File: config.mk
export PLATFORM = sky130hd
export DESIGN_NAME = sort_sequencer_flat
export DESIGN_NICKNAME = d
export VERILOG_FILES = /design/src/rtl/sort_sequencer_if.sv /design/src/rtl/sort_sequencer.sv /design/src/flat_wrapper.sv
export SDC_FILE = /design/constraint.sdc
export NUM_CORES = 1
export LEC_CHECK = 0
export CAP_MARGIN = 0
export CORE_AREA = 2 2 96 98
export CTS_BUF_LIST = sky130_fd_sc_hd__clkbuf_8
export DETAILED_ROUTE_END_ITERATION = 8
export DIE_AREA = 0 0 98 100
export GPL_TIMING_DRIVEN = 0
export PLACE_DENSITY = 0.71
export SLEW_MARGIN = 20
export SYNTH_ARGS = -nofsm -noshare
export SYNTH_HDL_FRONTEND = slang
export SYNTH_SLANG_ARGS = --single-unit
File: constraint.sdc
create_clock -name clk -period 5.31 [get_ports clk]
set_input_delay 1.593 -clock clk [delete_from_list [all_inputs] [get_ports clk]]
set_output_delay 1.593 -clock clk [all_outputs]
set_load 0.05 [all_outputs]
File: src/rtl/sort_sequencer_if.sv
// sort_sequencer_if: start, random-source, sorter and display signals of the sort sequencer.
// SORT_ORDER_CHECK_EN adds the order_err status line.
interface sort_sequencer_if;
    logic       start;
    logic       rnd_valid;
    logic [3:0] rnd_data;
    logic       rnd_ready;
    logic       sorter_rst;
    logic       load_num;
    logic [3:0] random_num;
    logic       sort_trigger;
    logic       sorting_done;
    logic [3:0] sorted_0;
    logic [3:0] sorted_1;
    logic [3:0] sorted_2;
    logic [3:0] sorted_3;
    logic       busy;
    logic       done;
    logic       err;
    logic       disp_valid;
    logic [1:0] disp_idx;
    logic [3:0] disp_digit;
`ifdef SORT_ORDER_CHECK_EN
    logic       order_err;
    modport master (
        input  start, rnd_valid, rnd_data, sorting_done, sorted_0, sorted_1, sorted_2, sorted_3,
        output rnd_ready, sorter_rst, load_num, random_num, sort_trigger,
        output busy, done, err, disp_valid, disp_idx, disp_digit, order_err
    );
    modport slave (
        output start, rnd_valid, rnd_data, sorting_done, sorted_0, sorted_1, sorted_2, sorted_3,
        input  rnd_ready, sorter_rst, load_num, random_num, sort_trigger,
        input  busy, done, err, disp_valid, disp_idx, disp_digit, order_err
    );
`else
    modport master (
        input  start, rnd_valid, rnd_data, sorting_done, sorted_0, sorted_1, sorted_2, sorted_3,
        output rnd_ready, sorter_rst, load_num, random_num, sort_trigger,
        output busy, done, err, disp_valid, disp_idx, disp_digit
    );
    modport slave (
        output start, rnd_valid, rnd_data, sorting_done, sorted_0, sorted_1, sorted_2, sorted_3,
        input  rnd_ready, sorter_rst, load_num, random_num, sort_trigger,
        input  busy, done, err, disp_valid, disp_idx, disp_digit
    );
`endif
endinterface

File: src/rtl/sort_sequencer.sv
// sort_sequencer: run controller for the 4-digit sort datapath (load, sort with timeout, step results out).
// Define SORT_ORDER_CHECK_EN to add the order_err output flagging an unsorted capture.
module sort_sequencer #(
    parameter int HOLD_CYCLES    = 100000000,
    parameter int TIMEOUT_CYCLES = 16
) (
    input logic              clk,
    input logic              rst,
    sort_sequencer_if.master bus
);
    localparam int HW = HOLD_CYCLES > 1 ? $clog2(HOLD_CYCLES) : 1;
    localparam int TW = TIMEOUT_CYCLES > 1 ? $clog2(TIMEOUT_CYCLES) : 1;
    localparam logic [HW-1:0] HOLD_LAST = HW'(HOLD_CYCLES - 1);
    localparam logic [TW-1:0] TMO_LAST  = TW'(TIMEOUT_CYCLES - 1);

    typedef enum logic [3:0] {IDLE, CLEAR, LOAD, LOADP, TRIG, WAIT_DONE, SHOW, FINISH, ERROR} state_t;

    state_t        state;
    logic [1:0]    load_cnt;
    logic [HW-1:0] hold_cnt;
    logic [TW-1:0] tmo_cnt;
    logic [3:0]    result [4];
    logic          enter_clear;

    always_comb enter_clear = bus.start && (state == IDLE || state == FINISH || state == ERROR);

`ifdef SORT_ORDER_CHECK_EN
    logic order_bad;
    always_comb order_bad = (bus.sorted_0 > bus.sorted_1) || (bus.sorted_1 > bus.sorted_2) ||
                            (bus.sorted_2 > bus.sorted_3);
`endif

    always_ff @(posedge clk) begin
        if (!rst) begin
            state            <= IDLE;
            bus.sorter_rst   <= 1'b1;
            bus.rnd_ready    <= 1'b0;
            bus.load_num     <= 1'b0;
            bus.random_num   <= '0;
            bus.sort_trigger <= 1'b0;
            bus.busy         <= 1'b0;
            bus.done         <= 1'b0;
            bus.err          <= 1'b0;
            bus.disp_valid   <= 1'b0;
            bus.disp_idx     <= '0;
            bus.disp_digit   <= '0;
            load_cnt         <= '0;
            hold_cnt         <= '0;
            tmo_cnt          <= '0;
            for (int i = 0; i < 4; i++) result[i] <= '0;
`ifdef SORT_ORDER_CHECK_EN
            bus.order_err    <= 1'b0;
`endif
        end else begin
            bus.load_num <= 1'b0;
            case (state)
                IDLE: bus.sorter_rst <= 1'b0;
                CLEAR: begin
                    state          <= LOAD;
                    bus.sorter_rst <= 1'b0;
                    bus.rnd_ready  <= 1'b1;
                end
                LOAD: if (bus.rnd_valid && bus.rnd_ready) begin
                    state          <= LOADP;
                    bus.rnd_ready  <= 1'b0;
                    bus.load_num   <= 1'b1;
                    bus.random_num <= bus.rnd_data;
                end
                LOADP: begin
                    load_cnt <= load_cnt + 2'd1;
                    if (load_cnt == 2'd3) begin
                        state            <= TRIG;
                        bus.sort_trigger <= 1'b1;
                        tmo_cnt          <= '0;
                    end else begin
                        state         <= LOAD;
                        bus.rnd_ready <= 1'b1;
                    end
                end
                TRIG: state <= WAIT_DONE;
                WAIT_DONE: begin
                    // a completion arriving on the last timeout cycle still counts as success
                    if (bus.sorting_done) begin
                        state            <= SHOW;
                        bus.sort_trigger <= 1'b0;
                        result[0]        <= bus.sorted_0;
                        result[1]        <= bus.sorted_1;
                        result[2]        <= bus.sorted_2;
                        result[3]        <= bus.sorted_3;
                        bus.disp_idx     <= '0;
                        bus.disp_digit   <= bus.sorted_0;
                        bus.disp_valid   <= 1'b1;
                        hold_cnt         <= '0;
`ifdef SORT_ORDER_CHECK_EN
                        bus.order_err    <= order_bad;
`endif
                    end else if (tmo_cnt == TMO_LAST) begin
                        state            <= ERROR;
                        bus.sort_trigger <= 1'b0;
                        bus.err          <= 1'b1;
                        bus.busy         <= 1'b0;
                        bus.disp_valid   <= 1'b0;
                    end else begin
                        tmo_cnt <= tmo_cnt + TW'(1);
                    end
                end
                SHOW: begin
                    if (hold_cnt == HOLD_LAST) begin
                        hold_cnt <= '0;
                        if (bus.disp_idx == 2'd3) begin
                            state    <= FINISH;
                            bus.busy <= 1'b0;
                            bus.done <= 1'b1;
                        end else begin
                            bus.disp_idx   <= bus.disp_idx + 2'd1;
                            bus.disp_digit <= result[bus.disp_idx + 2'd1];
                        end
                    end else begin
                        hold_cnt <= hold_cnt + HW'(1);
                    end
                end
                FINISH: state <= FINISH;
                ERROR: state <= ERROR;
                default: state <= IDLE;
            endcase
            // a new run may only begin from IDLE, FINISH or ERROR; this overrides the case above
            if (enter_clear) begin
                state          <= CLEAR;
                bus.sorter_rst <= 1'b1;
                bus.busy       <= 1'b1;
                bus.done       <= 1'b0;
                bus.err        <= 1'b0;
                bus.disp_valid <= 1'b0;
                load_cnt       <= '0;
`ifdef SORT_ORDER_CHECK_EN
                bus.order_err  <= 1'b0;
`endif
            end
        end
    end
endmodule

File: src/flat_wrapper.sv
// flat-port wrapper written by rule: the top's interface ports become plain ports
module sort_sequencer_flat 
#(
    parameter int HOLD_CYCLES    = 100000000,
    parameter int TIMEOUT_CYCLES = 16
)
  (clk, rst, bus_start, bus_rnd_valid, bus_rnd_data, bus_sorting_done, bus_sorted_0, bus_sorted_1, bus_sorted_2, bus_sorted_3, bus_rnd_ready, bus_sorter_rst, bus_load_num, bus_random_num, bus_sort_trigger, bus_busy, bus_done, bus_err, bus_disp_valid, bus_disp_idx, bus_disp_digit);
  sort_sequencer_if bus_i ();
  input logic clk;
  input logic rst;
  input wire logic [$bits(bus_i.start)-1:0] bus_start;
  input wire logic [$bits(bus_i.rnd_valid)-1:0] bus_rnd_valid;
  input wire logic [$bits(bus_i.rnd_data)-1:0] bus_rnd_data;
  input wire logic [$bits(bus_i.sorting_done)-1:0] bus_sorting_done;
  input wire logic [$bits(bus_i.sorted_0)-1:0] bus_sorted_0;
  input wire logic [$bits(bus_i.sorted_1)-1:0] bus_sorted_1;
  input wire logic [$bits(bus_i.sorted_2)-1:0] bus_sorted_2;
  input wire logic [$bits(bus_i.sorted_3)-1:0] bus_sorted_3;
  output wire logic [$bits(bus_i.rnd_ready)-1:0] bus_rnd_ready;
  output wire logic [$bits(bus_i.sorter_rst)-1:0] bus_sorter_rst;
  output wire logic [$bits(bus_i.load_num)-1:0] bus_load_num;
  output wire logic [$bits(bus_i.random_num)-1:0] bus_random_num;
  output wire logic [$bits(bus_i.sort_trigger)-1:0] bus_sort_trigger;
  output wire logic [$bits(bus_i.busy)-1:0] bus_busy;
  output wire logic [$bits(bus_i.done)-1:0] bus_done;
  output wire logic [$bits(bus_i.err)-1:0] bus_err;
  output wire logic [$bits(bus_i.disp_valid)-1:0] bus_disp_valid;
  output wire logic [$bits(bus_i.disp_idx)-1:0] bus_disp_idx;
  output wire logic [$bits(bus_i.disp_digit)-1:0] bus_disp_digit;
  assign bus_i.start = bus_start;
  assign bus_i.rnd_valid = bus_rnd_valid;
  assign bus_i.rnd_data = bus_rnd_data;
  assign bus_i.sorting_done = bus_sorting_done;
  assign bus_i.sorted_0 = bus_sorted_0;
  assign bus_i.sorted_1 = bus_sorted_1;
  assign bus_i.sorted_2 = bus_sorted_2;
  assign bus_i.sorted_3 = bus_sorted_3;
  assign bus_rnd_ready = bus_i.rnd_ready;
  assign bus_sorter_rst = bus_i.sorter_rst;
  assign bus_load_num = bus_i.load_num;
  assign bus_random_num = bus_i.random_num;
  assign bus_sort_trigger = bus_i.sort_trigger;
  assign bus_busy = bus_i.busy;
  assign bus_done = bus_i.done;
  assign bus_err = bus_i.err;
  assign bus_disp_valid = bus_i.disp_valid;
  assign bus_disp_idx = bus_i.disp_idx;
  assign bus_disp_digit = bus_i.disp_digit;
  sort_sequencer #(.HOLD_CYCLES(HOLD_CYCLES), .TIMEOUT_CYCLES(TIMEOUT_CYCLES)) u_core (.clk(clk), .rst(rst), .bus(bus_i));
endmodule
==> results of run 1 <==
routing by layer:
| metal | wire [um] | part of all wire | GRT usage | vias up |
|---|---|---|---|---|
| met1 | 4000 | 0.43 | 0.235 | 1609 |
| met3 | 521 | 0.056 | 0.0508 | 15 |
| met4 | 160 | 0.017 | 0.0833 | 0 |
| met5 | 0 | 0 | 0 | - |
| met2 | 4560 | 0.49 | 0.323 | 100 |
| li1 | - | - | - | 1603 |
layout make-up:
cell class	instances	area (um2)
Sequential cell	71	1580
Multi-Input combinational cell	296	1950
Tap cell	111	139
Fill cell	827	4470
Buffer	20	103
Inverter	12	45.0
Clock inverter	7	66.3
Clock buffer	9	124
Timing Repair Buffer	42	420
worst max path at each step:
stage               depth (start not counted)  slack [ns]  from                          endpoint
floorplan                                   5        2.52   rst  u_core.hold_cnt[20]$_SDFFE_PN0P_
global placement                            6        1.18   rst  u_core.hold_cnt[16]$_SDFFE_PN0P_
detailed placement                          6        1.23   rst  u_core.hold_cnt[16]$_SDFFE_PN0P_
CTS                                         6        1.60   rst  u_core.hold_cnt[16]$_SDFFE_PN0P_
global route                                6        1.36   rst  u_core.hold_cnt[20]$_SDFFE_PN0P_
finish                                      6        1.55   rst  u_core.hold_cnt[16]$_SDFFE_PN0P_
power by group through the flow:
stage / Sequential (uW) / Clock, uW / Combinational [uW]
finish: 564 / 429 / 72.3
global route: 565 / 456 / 77.7
CTS: 564 / 436 / 72.2
detailed placement: 577 / 0 / 71.8
global placement: 576 / 0 / 70.7
floorplan: 583 / 0 / 30.4
cells in the mapped netlist, types with 6 or more instances:
master,n,area share
dfxtp_1,55,0.30
nand2_1,37,0.038
and3_1,30,0.051
a21oi_1,29,0.039
nor2_1,29,0.030
nand3_1,22,0.030
o21ai_0,17,0.023
edfxtp_1,16,0.13
mux2i_1,12,0.033
inv_1,11,0.011
a31oi_1,10,0.017
clkbuf_1,10,0.010
nand4_1,8,0.014
o211ai_1,8,0.016
nor3_1,6,0.0082
metrics by stage:
step	power (uW)	cell area, um2	hold slack [ns]
6_report	1070	4420	0.464
5_1_grt	1100	4420	0.501
4_1_cts	1070	4420	0.467
3_5_place_dp	648	4230	0.453
3_3_place_gp	647	4230	0.441
2_1_floorplan	613	3670	0.426
tightest hold or removal path, stage by stage, from the launching register on:
cell	delay (ns)
dfxtp_1	0.32
o31ai_1	0.06
nand2_1	0.05
flip-flops by register name, summed over array words and instances, names as in the netlist:
| signal | count |
|---|---|
| u_core.bus.busy | 1 |
| u_core.bus.done | 1 |
| u_core.load_cnt | 2 |
| u_core.tmo_cnt | 4 |
| u_core.bus.load_num | 1 |
| u_core.hold_cnt | 27 |
| u_core.bus.disp_idx | 2 |
| u_core.state | 4 |
| u_core.bus.sorter_rst | 1 |
| u_core.bus.random_num | 4 |
| u_core.bus.disp_valid | 1 |
| u_core.bus.sort_trigger | 1 |
| u_core.result | 16 |
| u_core.bus.err | 1 |
| u_core.bus.rnd_ready | 1 |
| u_core.bus.disp_digit | 4 |
kinds of logic after synthesis:
group | after synthesis
buffers and inverters | 32
DFF | 71
adders and majority gates | 5
muxes | 16
AOI/OAI and AO/OA | 90
and+or+nand+nor | 179
xor gates and xnor gates | 6
==> impl_metrics.env, run 1 <==
export IMPL_synth_top_family_by_area="simple AND/OR/NAND/NOR gates"
export IMPL_cts_max_level=3
export IMPL_portBuffers=42
export IMPL_r2r_end="u_core.hold_cnt[16]$_SDFFE_PN0P_"
export IMPL_min_period_ns=3.76
export IMPL_syn_nets=428
export IMPL_required_ns=5.61
export IMPL_p_sw_uw=260
export IMPL_worst_slew_pin_slew_ns=0.953
export IMPL_place_detailed_hpwl_um=6540
export IMPL_grt_use_total=0.193
export IMPL_start_kind="primary input"
export IMPL_reg2reg_depth=7
export IMPL_p_leak_uw=0.00157
export IMPL_start_util=0.413
export IMPL_cp_max_fo=10
export IMPL_rows=35
export IMPL_vias=3327
export IMPL_grt_pass1_vias=3178
export IMPL_synth_xor_area_frac=0.0143
export IMPL_syn_inst=399
export IMPL_drv_cap=0
export IMPL_dieHeight_um=100
export IMPL_syn_avg_cell_area_um2=9.21
export IMPL_p_clk_frac=0.403
export IMPL_path_buf_inv=3
export IMPL_hold_path_cell_count=2
export IMPL_grt_remaining_overflow=0
export IMPL_r2r_start="u_core.state[3]$_SDFFE_PP0P_"
export IMPL_place_congestion=0.845
export IMPL_grt_max_degree=17
export IMPL_power_density_nw_per_um2=241
export IMPL_slowest_delay_ns=0.85
export IMPL_n_antenna_cell=0
export IMPL_holdCritStartpoint="u_core.bus.sorter_rst$_SDFFE_PP1P_"
export IMPL_synth_edf_count=16
export IMPL_async_flop_share=0
export IMPL_boundaryPins=43
export IMPL_cts_path_max_buffers=2
export IMPL_finalClockSkew_ns=0.0130
export IMPL_ys_seq_area_frac=0.430
export IMPL_setup_violations=0
export IMPL_post_cts_repair_setup_buffers=0
export IMPL_synth_simple_area_share=0.285
export IMPL_final_cell_mix="55 x dfxtp_1, 42 x clkdlybuf4s50_1, 37 x nand2_1"
export IMPL_fin_util=0.498
export IMPL_status="finished clean"
export IMPL_dp_cells=552
export IMPL_crit_slowest_cell="nor3_1"
export IMPL_clock_sinks=71
export IMPL_post_route_period_util=0.709
export IMPL_grt_pass1_wl_um=15200
export IMPL_layout_commonest_cell="dfxtp_1"
export IMPL_hold_buffers=0
export IMPL_synth_seq_cells=71
export IMPL_nets=481
export IMPL_path_cells="clkdlybuf4s50_1, clkinv_1, nor3_1, clkbuf_1, a21oi_1, a21oi_1"
export IMPL_drv_slew=0
export IMPL_reg2reg_setup_slack_ns=2.78
export IMPL_antenna_found_initial=0
export IMPL_totalWireLength_um=9240
export IMPL_netlist_area_um2=3670
export IMPL_seq_power_share=0.529
export IMPL_max_freq_mhz=266
export IMPL_critPathTopFamily="buffers and inverters"
export IMPL_hold_class="register to register"
export IMPL_drt_wirelength_per_cell_um=16.3
export IMPL_final_setup_tns_ns=0
export IMPL_peakVddDrop_mv=0.135
export IMPL_path_class="primary input to register"
export IMPL_cp_arrival_ns=4.06
export IMPL_place_ws_ns=1.23
export IMPL_end_kind="register"
export IMPL_yosys_warnings=0
export IMPL_ant_nets=0
export IMPL_drive_gt1_frac=0.105
export IMPL_internal_power_uw=806
export IMPL_die_area_um2=9800
export IMPL_cts_tree="built"
export IMPL_crit_path_frequent_cell="a21oi_1"
export IMPL_rsz0062_at_grt="false"
export IMPL_switching_share=0.243
export IMPL_drc_errors=0
export IMPL_cts_buffers=9
export IMPL_clk_pin_slew_worst_paths_ns=0.08
export IMPL_setup_slack_ns=1.55
export IMPL_syn2layout_area_growth_pct=20.4
export IMPL_synth_cell_types=66
export IMPL_core_area_um2=8890
export IMPL_cts_resized=0
export IMPL_dr_pass1_iters=4
export IMPL_pwr_share_comb=0.068
export IMPL_holdPathEnd="u_core.bus.sorter_rst$_SDFFE_PP1P_"
export IMPL_relSlewSlack=0.360
export IMPL_synth_compound_area_frac=0.157
export IMPL_die_w_um=98
export IMPL_finalHoldViolCount=0
export IMPL_synth_ff_type="dfxtp_1"
export IMPL_cts_root_buffer="clkbuf_8"
export IMPL_finalNonFillerCells=568
export IMPL_via_per_inst=5.86
export IMPL_clkLatencyLatePin_ns=0.37
export IMPL_drt_iter0_markers=211
export IMPL_muxShareOfSynthArea=0.0572
export IMPL_synthAdderAreaFrac=0.0163
(Power assumes the default switching activity.)
==> inputs of run 2 (changes only) <==
- clock period: 5.31 -> 3.9 ns (I/O delays scaled with it)
==> results of run 2 <==
The final DEF is identical to that of run 1. Status: finished clean.
Among the figures that moved: setup slack after placement 1.23 ns -> 0.238 ns; setup slack after layout 1.55 ns -> 0.561 ns; register-to-register setup slack 2.78 ns -> 1.37 ns; total power 1070 uW -> 1450 uW; worst IR drop on VDD 0.135 mV -> 0.184 mV
